==> src/rtl/multi_cycle_ctrl.sv <==
// ---------------------------------------------------------------------------
// multi_cycle_ctrl
//   Multi-cycle sequencer for the 4-bit-opcode datapath (add/addi/st/ld).
//   Owns the program counter and instruction register. It also arbitrates the
//   single shared memory port between instruction fetch and ld/st data access.
//   Each instruction is stepped through FETCH/DECODE/EXEC/MEM/WB. All control
//   outputs are Moore outputs, decoded from the registered state and ir only.
//
// Ports
//   clk        in   1        rising-edge system clock
//   rst_n      in   1        synchronous active-low reset
//   start      in   1        leave IDLE/HALT and begin fetching
//   mem_rdata  in   INSTR_W  memory read data (instruction fetch)
//   mem_ack    in   1        memory access complete (may arrive with mem_req)
//   mem_req    out  1        memory access request
//   mem_addr   out  ADDR_W   memory address (pc in FETCH, ir[7:0] in MEM)
//   m_wr_en    out  1        memory write enable (st only)
//   pc         out  ADDR_W   program counter
//   ir         out  INSTR_W  instruction register
//   wr_en      out  1        register-file write enable
//   alu_op     out  1        ALU add select
//   e_rd_en    out  1        immediate read enable
//   sel1       out  1        ALU operand B mux, 1 = immediate
//   sel2       out  1        write-back mux, 1 = memory data
//   halted     out  1        controller is in HALT
// ---------------------------------------------------------------------------
module multi_cycle_ctrl #(
    parameter int INSTR_W = 16,
    parameter int ADDR_W  = 8
) (
    input  logic               clk,
    input  logic               rst_n,
    input  logic               start,
    input  logic [INSTR_W-1:0] mem_rdata,
    input  logic               mem_ack,
    output logic               mem_req,
    output logic [ADDR_W-1:0]  mem_addr,
    output logic               m_wr_en,
    output logic [ADDR_W-1:0]  pc,
    output logic [INSTR_W-1:0] ir,
    output logic               wr_en,
    output logic               alu_op,
    output logic               e_rd_en,
    output logic               sel1,
    output logic               sel2,
    output logic               halted
);

    typedef enum logic [2:0] {
        IDLE,
        FETCH,
        DECODE,
        EXEC,
        MEM,
        WB,
        HALT
    } state_t;

    localparam logic [3:0] OP_ADD  = 4'b0001;
    localparam logic [3:0] OP_ADDI = 4'b0010;
    localparam logic [3:0] OP_ST   = 4'b0011;
    localparam logic [3:0] OP_LD   = 4'b0100;
    localparam logic [3:0] OP_HALT = 4'b1111;

    state_t              r_state;
    state_t              w_nextState;
    logic [ADDR_W-1:0]   r_pc;
    logic [INSTR_W-1:0]  r_ir;
    logic [3:0]          w_op;
    logic [ADDR_W-1:0]   w_dataAddr;

    assign w_op       = r_ir[INSTR_W-1 -: 4];
    // The 8-bit address field is zero-extended or truncated to the port width.
    assign w_dataAddr = ADDR_W'(r_ir[7:0]);

    assign pc = r_pc;
    assign ir = r_ir;

    // State, PC and IR registers. The fetch only completes on mem_ack while in
    // FETCH, so an ack that arrives in any other state cannot disturb ir or pc.
    always_ff @(posedge clk) begin
        if (!rst_n) begin
            r_state <= IDLE;
            r_pc    <= '0;
            r_ir    <= '0;
        end else begin
            r_state <= w_nextState;
            if (r_state == FETCH && mem_ack) begin
                r_ir <= mem_rdata;
                r_pc <= r_pc + ADDR_W'(1);
            end
        end
    end

    // Next-state logic and Moore output decode from the registered state/ir.
    always_comb begin
        w_nextState = r_state;
        mem_req     = 1'b0;
        mem_addr    = '0;
        m_wr_en     = 1'b0;
        wr_en       = 1'b0;
        alu_op      = 1'b0;
        e_rd_en     = 1'b0;
        sel1        = 1'b0;
        sel2        = 1'b0;
        halted      = 1'b0;

        unique case (r_state)
            IDLE: begin
                if (start) w_nextState = FETCH;
            end

            FETCH: begin
                mem_req  = 1'b1;
                mem_addr = r_pc;
                if (mem_ack) w_nextState = DECODE;
            end

            DECODE: begin
                case (w_op)
                    OP_ADD, OP_ADDI: w_nextState = EXEC;
                    OP_ST, OP_LD:    w_nextState = MEM;
                    OP_HALT:         w_nextState = HALT;
                    default:         w_nextState = FETCH;
                endcase
            end

            EXEC: begin
                alu_op = 1'b1;
                if (w_op == OP_ADDI) begin
                    sel1    = 1'b1;
                    e_rd_en = 1'b1;
                end
                w_nextState = WB;
            end

            MEM: begin
                mem_req  = 1'b1;
                mem_addr = w_dataAddr;
                m_wr_en  = (w_op == OP_ST);
                if (mem_ack) begin
                    w_nextState = (w_op == OP_ST) ? FETCH : WB;
                end
            end

            WB: begin
                wr_en = 1'b1;
                case (w_op)
                    OP_ADD: alu_op = 1'b1;
                    OP_ADDI: begin
                        alu_op  = 1'b1;
                        sel1    = 1'b1;
                        e_rd_en = 1'b1;
                    end
                    OP_LD:   sel2 = 1'b1;
                    default: ;
                endcase
                w_nextState = FETCH;
            end

            HALT: begin
                halted = 1'b1;
                if (start) w_nextState = FETCH;
            end

            default: w_nextState = IDLE;
        endcase
    end

endmodule

==> config.mk <==
export PLATFORM = sky130hd
export DESIGN_NAME = multi_cycle_ctrl
export DESIGN_NICKNAME = d
export VERILOG_FILES = /design/src/rtl/multi_cycle_ctrl.sv
export SDC_FILE = /design/constraint.sdc
export NUM_CORES = 1
export LEC_CHECK = 0
export CAP_MARGIN = 25
export CORE_ASPECT_RATIO = 1.1
export CORE_MARGIN = 1
export CORE_UTILIZATION = 44
export CTS_BUF_LIST = sky130_fd_sc_hd__clkbuf_2
export DETAILED_ROUTE_END_ITERATION = 12
export PLACE_DENSITY = 0.81
export RECOVER_POWER = 50
export SYNTH_ARGS = -nofsm -noshare
export SYNTH_HDL_FRONTEND = slang
export SYNTH_SLANG_ARGS = --single-unit
==> constraint.sdc <==
create_clock -name clk -period 1.65 [get_ports clk]
set_input_delay 0.33 -clock clk [delete_from_list [all_inputs] [get_ports clk]]
set_output_delay 0.33 -clock clk [all_outputs]
set_load 0.1 [all_outputs]
==> impl_metrics.json, run 1 <==
{
  "max_stage_delay_ns": 0.50,
  "synth_top_cells_by_count": "38 x nand2_1, 27 x dfxtp_1, 17 x a21boi_1, 11 x nor2_1, 9 x and2_1",
  "crit_family": "flip-flops",
  "io_buffer_count": 59,
  "vdd.ir_drop.worst_mv": 0.8206,
  "clkLatencyLatePin_ns": 0.39,
  "path_clk_slew_ns": 0.31,
  "die_w_um": 57.35,
  "drcViolationCount": 1,
  "placed_cell_area_um2": 2773,
  "power_density_nw_per_um2": 494.4,
  "required_ns": 1.32,
  "fin_ws_ns": -0.4197,
  "min_path_cells": 3,
  "clk_path_buf_depth": 2,
  "cts_sinks": 27,
  "io_pins": 60,
  "slowest_stage": "dfxtp_4",
  "netlist_area_um2": 1483,
  "via_count": 2016,
  "cp-endpoint": "mem_req",
  "cp-start-kind": "register",
  "areaGrowthSynthToFinish_pct": 104.0,
  "placed_cells": 272,
  "fin_nets": 285,
  "cp.arrival_ns": 1.74,
  "grt_first_pass_wirelength_um": 11140,
  "async_flop_share": 0,
  "start_util": 0.4742,
  "grt_util_all_layers": 0.4126,
  "cp_common_cell": "buf_12",
  "synth_nets": 205,
  "dr.pass1.iters": 10,
  "fmax_ghz": 0.4832,
  "grt_start_max_net_pins": 18,
  "ys.flop_type": "dfxtp_1",
  "crit_start": "r_state[2]$_SDFFE_PN0P_",
  "end_kind": "output pin",
  "synth_seq_cells": 27,
  "dp_hpwl_um": 3738,
  "reg2reg_to": "ir[10]$_SDFFE_PN0P_",
  "post-route-util": 0.9672,
  "max_cap_viol_count": 0,
  "dieArea_um2": 3606,
  "yosys_warnings": 0,
  "cts_tree": "yes",
  "synth_largest_area_cell": "dfxtp_1",
  "avgRoutedWirePerCell_um": 28.22,
  "dpl_worst_slack_ns": -0.1836,
  "r2r_slack_ns": -0.10,
  "synth_edf_count": 0,
  "grt_setup_unrepaired": "yes",
  "r2r-start": "r_state[1]$_SDFFE_PN0P_",
  "fill_cells": 56,
  "via_per_inst": 6.788,
  "routed_wirelength_um": 8381,
  "routabilityCongestion": 0.8109,
  "holdWs_ns": 0.4461,
  "synth_cell_types": 38,
  "antenna_cells": 0,
  "leakage_nw": 1.126,
  "fin_tns_setup_ns": -6.353,
  "antenna_found_initial": 0,
  "overflow": 0,
  "drive_above_1_share": 0.4981,
  "slew_headroom": 0.7062,
  "setup_viol": 34,
  "min_period_over_period": 1.254,
  "crit_fanout": 10,
  "fin_skew_ns": 0.009907,
  "fin_area_um2": 3024,
  "violations": "DRC, setup timing",
  "clock-root-buffer": "clkbuf_2",
  "total_power_mw": 1.495,
  "tightest_slew_ns": 0.4361,
  "critPathBufInv": 2,
  "status": "complete, but fails checks",
  "path_class": "reg -> out",
  "drtIter0Drc": 241,
  "ant_nets": 0,
  "synthCells": 184,
  "grt_pass1_vias": 2003,
  "yosysMostFrequentCell": "nand2_1",
  "rows": 21,
  "worst-path-stages": 4,
  "cp_cell_sequence": "nor2b_4 > buf_12 > o21ba_2 > buf_12",
  "hold_viol_final": 0,
  "rr_worst_depth": 6,
  "fp.dieH_um": 62.88,
  "cts_buffers": 3,
  "core_um2": 3127,
  "hp-class": "in -> reg",
  "netlist_top_cells_area": "dfxtp_1 36%, nand2_1 9.6%, a21boi_1 8.6%",
  "finalMaxSlewViolations": 0,
  "fin_crit_ns": 2.070,
  "finalNonFillerCells": 297,
  "htree_levels": 1,
  "yosys.area.top_type_share": 0.3646,
  "avgSynthCellArea_um2": 8.058,
  "yosysSeqAreaShare": 0.3646
}
tightest hold or removal path: stages:
cell	delay, ns
clkdlybuf4s50_1	0.40
nand2_1	0.06
a21boi_1	0.05
registers in the layout, indices dropped and copies added (netlist names):
name,cells
r_state,3
pc,8
ir,16
per-layer routing:
layer  GRT usage  vias up  part of all wire
met2      0.7282      189              0.47
met1      0.4464      944              0.34
li1            -      788                 -
met4      0.2104        0              0.10
met3     0.09938       95             0.091
met5           0        -                 0
cell families after synthesis:
group,Yosys count,share of synthesized area
AOI/OAI and AO/OA,40,0.1958
xor gates and xnor gates,9,0.05317
adders and majority gates,1,0.008437
buffers and inverters,18,0.06835
DFF,27,0.3646
muxes,1,0.006751
and+or+nand+nor,88,0.3030
how the worst min path moves through the flow:
stage | start | to | slack [ns]
finish | mem_rdata[8] | ir[8]$_SDFFE_PN0P_ | 0.45
global route | mem_rdata[8] | ir[8]$_SDFFE_PN0P_ | 0.46
detailed placement | ir[8]$_SDFFE_PN0P_ | ir[8]$_SDFFE_PN0P_ | 0.50
global placement | ir[8]$_SDFFE_PN0P_ | ir[8]$_SDFFE_PN0P_ | 0.48
CTS | mem_rdata[2] | ir[2]$_SDFFE_PN0P_ | 0.47
floorplan | mem_rdata[12] | ir[12]$_SDFFE_PN0P_ | 0.45
cell usage in the layout, fill, tap and decap left out, types with 2 or more instances in the layout:
cell type,n
buf_12,42
nand2_1,37
buf_4,29
clkdlybuf4s50_1,19
dfxtp_4,18
a21boi_1,17
nor2_4,9
dfxtp_1,9
a22oi_2,8
xnor2_1,7
and2_1,7
nor2b_4,5
and3_1,4
nand4_1,4
nor2b_1,3
clkbuf_2,3
and2_4,2
nand3_1,2
nor2_1,2
a21oi_1,2
o22ai_1,2
nand2b_1,2
o21ai_0,2
buf_6,2
what timing repair did:
item / CTS / global route
endpoints found under the setup margin: 18 / 38
pin swaps: 6 / 4
buffers inserted: 20 / 1
hold buffers: 0 / 0
resized for setup: 13 / 5
power breakdown:
part           leakage [nW]  switching (mW)  internal (mW)  total [mW]
registers             0.233          0.0412          0.653       0.694
clock network        0.0164           0.237         0.0550       0.292
logic                 0.876           0.299          0.209       0.509
total                  1.13           0.577          0.918        1.50
area by class of cell:
type                       instances  area [um^2]  share of cell area
clock buffer                       3        15.01            0.004965
tap                               34        42.54             0.01407
timing repair buffer              93         1286              0.4253
clock inverter                     1        5.005            0.001655
sequential                        27        608.1              0.2011
multi-input combinational        139         1067              0.3529
No activity file was read; power rests on OpenSTA's default activity.
==> run 2, diff against run 1 <==
--- a/config.mk
+++ b/config.mk
@@ -6,12 +6,13 @@
 export NUM_CORES = 1
 export LEC_CHECK = 0
 export CAP_MARGIN = 25
-export CORE_ASPECT_RATIO = 1.1
+export CORE_ASPECT_RATIO = 1.25
 export CORE_MARGIN = 1
-export CORE_UTILIZATION = 44
+export CORE_UTILIZATION = 40
 export CTS_BUF_LIST = sky130_fd_sc_hd__clkbuf_2
 export DETAILED_ROUTE_END_ITERATION = 12
-export PLACE_DENSITY = 0.81
+export GPL_ROUTABILITY_DRIVEN = 0
+export PLACE_DENSITY = 0.78
 export RECOVER_POWER = 50
 export SYNTH_ARGS = -nofsm -noshare
 export SYNTH_HDL_FRONTEND = slang
==> constraint.sdc (replaced) <==
create_clock -name clk -period 1.9 [get_ports clk]
set_input_delay 0.38 -clock clk [delete_from_list [all_inputs] [get_ports clk]]
set_output_delay 0.38 -clock clk [all_outputs]
set_load 0.1 [all_outputs]
==> run 2 against run 1 <==
Against the previous run:
- the run ends with setup timing left
- clock power down 24%
- first-iteration DRC count shrank 76%
- worst setup slack gained 0.38 ns
- clock skew is 0.0023 ns higher
- critical endpoint is now mem_addr[3]
- highest routed layer unchanged
==> impl_metrics.json, run 2 (synthesized netlist as in run 1, its figures left out) <==
{
  "via_count": 1518,
  "areaGrowthSynthToFinish_pct": 76.12,
  "leakage_nw": 0.9830,
  "cts_buffers": 3,
  "violations": "setup timing",
  "cp-start-kind": "register",
  "combPwrFrac": 0.292,
  "dp_hpwl_um": 3017,
  "fp.dieH_um": 70.07,
  "antenna_found_initial": 0,
  "setup_viol": 12,
  "ant_nets": 0,
  "grt_start_max_net_pins": 21,
  "dr.pass1.iters": 4,
  "clkPwrFrac": 0.190,
  "use_met1": 0.2926,
  "final_common_cell": "nand2_1",
  "hold_viol_final": 0,
  "crit_fanout": 6,
  "fin_nets": 269,
  "grt_setup_unrepaired": "yes",
  "grt_util_all_layers": 0.2247,
  "finalMaxSlewViolations": 0,
  "cp.arrival_ns": 1.56,
  "hp-class": "reg -> reg",
  "htree_levels": 1,
  "clock-root-buffer": "clkbuf_2",
  "finalNonFillerCells": 286,
  "avgRoutedWirePerCell_um": 15.02,
  "slowest_stage": "dfxtp_4",
  "fmax_ghz": 0.5159,
  "holdWs_ns": 0.4694,
  "vdd.ir_drop.worst_mv": 0.4713,
  "met3_usage": 0.03148,
  "fin_tns_setup_ns": -0.2172,
  "placed_cells": 275,
  "cts_sinks": 27,
  "max_cap_viol_count": 0,
  "fin_skew_ns": 0.01226,
  "tightest_slew_ns": 0.5562,
  "status": "complete, but fails checks",
  "start_util": 0.4220,
  "fill_cells": 256,
  "drive_above_1_share": 0.4575,
  "p_int_mw": 0.7636,
  "seq_power_share": 0.519,
  "cp_cell_sequence": "nor2b_4 > buf_6 > a22oi_2 > nor2_4 > buf_12",
  "io_buffer_count": 59,
  "fin_crit_ns": 1.938,
  "fin_ws_ns": -0.03819,
  "largest_reg_flops": 16,
  "layout_common_cells": "37 x nand2_1, 26 x buf_12, 19 x clkdlybuf4s50_1",
  "switching_share": 0.3448,
  "required_ns": 1.52,
  "top_usage_layer": "met2",
  "max_stage_delay_ns": 0.45,
  "path_class": "reg -> out",
  "antenna_cells": 0,
  "drtIter0Drc": 59,
  "via_per_inst": 5.308,
  "clkLatencyLatePin_ns": 0.35,
  "drcViolationCount": 0,
  "core_um2": 3513,
  "grt_use_met2": 0.3778,
  "grt_first_pass_wirelength_um": 7086,
  "post-route-util": 0.7432,
  "clk_path_buf_depth": 2,
  "power_density_nw_per_um2": 446.3,
  "min_period_over_period": 1.020,
  "rows": 24,
  "overflow": 0,
  "dieArea_um2": 3956,
  "end_kind": "output pin",
  "die_w_um": 56.46,
  "cts_tree": "yes",
  "p_sw_mw": 0.4018,
  "routed_wirelength_um": 4295,
  "total_power_mw": 1.165,
  "grt_pass1_vias": 1472,
  "io_pins": 60,
  "path_clk_slew_ns": 0.25,
  "slew_headroom": 0.6308
}
## run 2: changes by cell type in the layout (fill, tap and decap cells not counted), sizes merged
cell	change
clkbuf	+15
clkinv	-1
buf	-30
## run 2: metrics by stage
step                      setup WS (ns)  instance area, um^2
after floorplan                 -0.3468                 1685
after global placement          0.06409                 2489
after detailed placement        0.04495                 2489
after CTS                      -0.02430                 2630
after global routing            -0.1307                 2611
final                          -0.03819                 2611
## run 2: area by class of cell
class                      count  area, um^2  area share
multi-input combinational    139        1037      0.3972
timing repair buffer          77       927.1      0.3551
sequential                    27       578.1      0.2214
tap                           39       48.80     0.01869
clock buffer                   4       20.02    0.007667
## run 2: worst paths after layout
path              slack [ns]                      end               startpoint  cells after the start
setup / recovery       -0.04              mem_addr[3]  r_state[2]$_SDFFE_PN0P_                      5
hold / removal          0.47       ir[8]$_SDFFE_PN0P_       ir[8]$_SDFFE_PN0P_                      2
hold reg to reg         0.47       ir[8]$_SDFFE_PN0P_       ir[8]$_SDFFE_PN0P_                      2
setup reg to reg        0.27  r_state[1]$_SDFFE_PN0P_  r_state[2]$_SDFFE_PN0P_                      5
## run 2: power groups by stage
stage	clock [mW]	sequential, mW	combinational, mW
floorplan	0	0.713	0.118
global placement	0	0.615	0.325
detailed placement	0	0.615	0.329
CTS	0.224	0.604	0.344
global route	0.245	0.608	0.358
finish	0.221	0.604	0.340
## run 2: repair_timing
item	CTS	global route
cloned	1	0
setup endpoints to repair	14	15
setup buffers	5	1
hold buffers	0	0
pin swaps	2	8
resized for setup	20	3
## run 2: layer usage
metal  vias up  routed length, um
met3         4                130
met5         -                  0
met4         0                 62
li1        757                  -
met2        33               2217
met1       724               1884
## run 2: critical path, delay by kind of cell (launching register included)
kind / cells / cell delay, ns
flip-flops: 1 / 0.45
buffers and inverters: 2 / 0.34
AO/OA/AOI/OAI: 1 / 0.10
AND/OR/NAND/NOR: 2 / 0.33
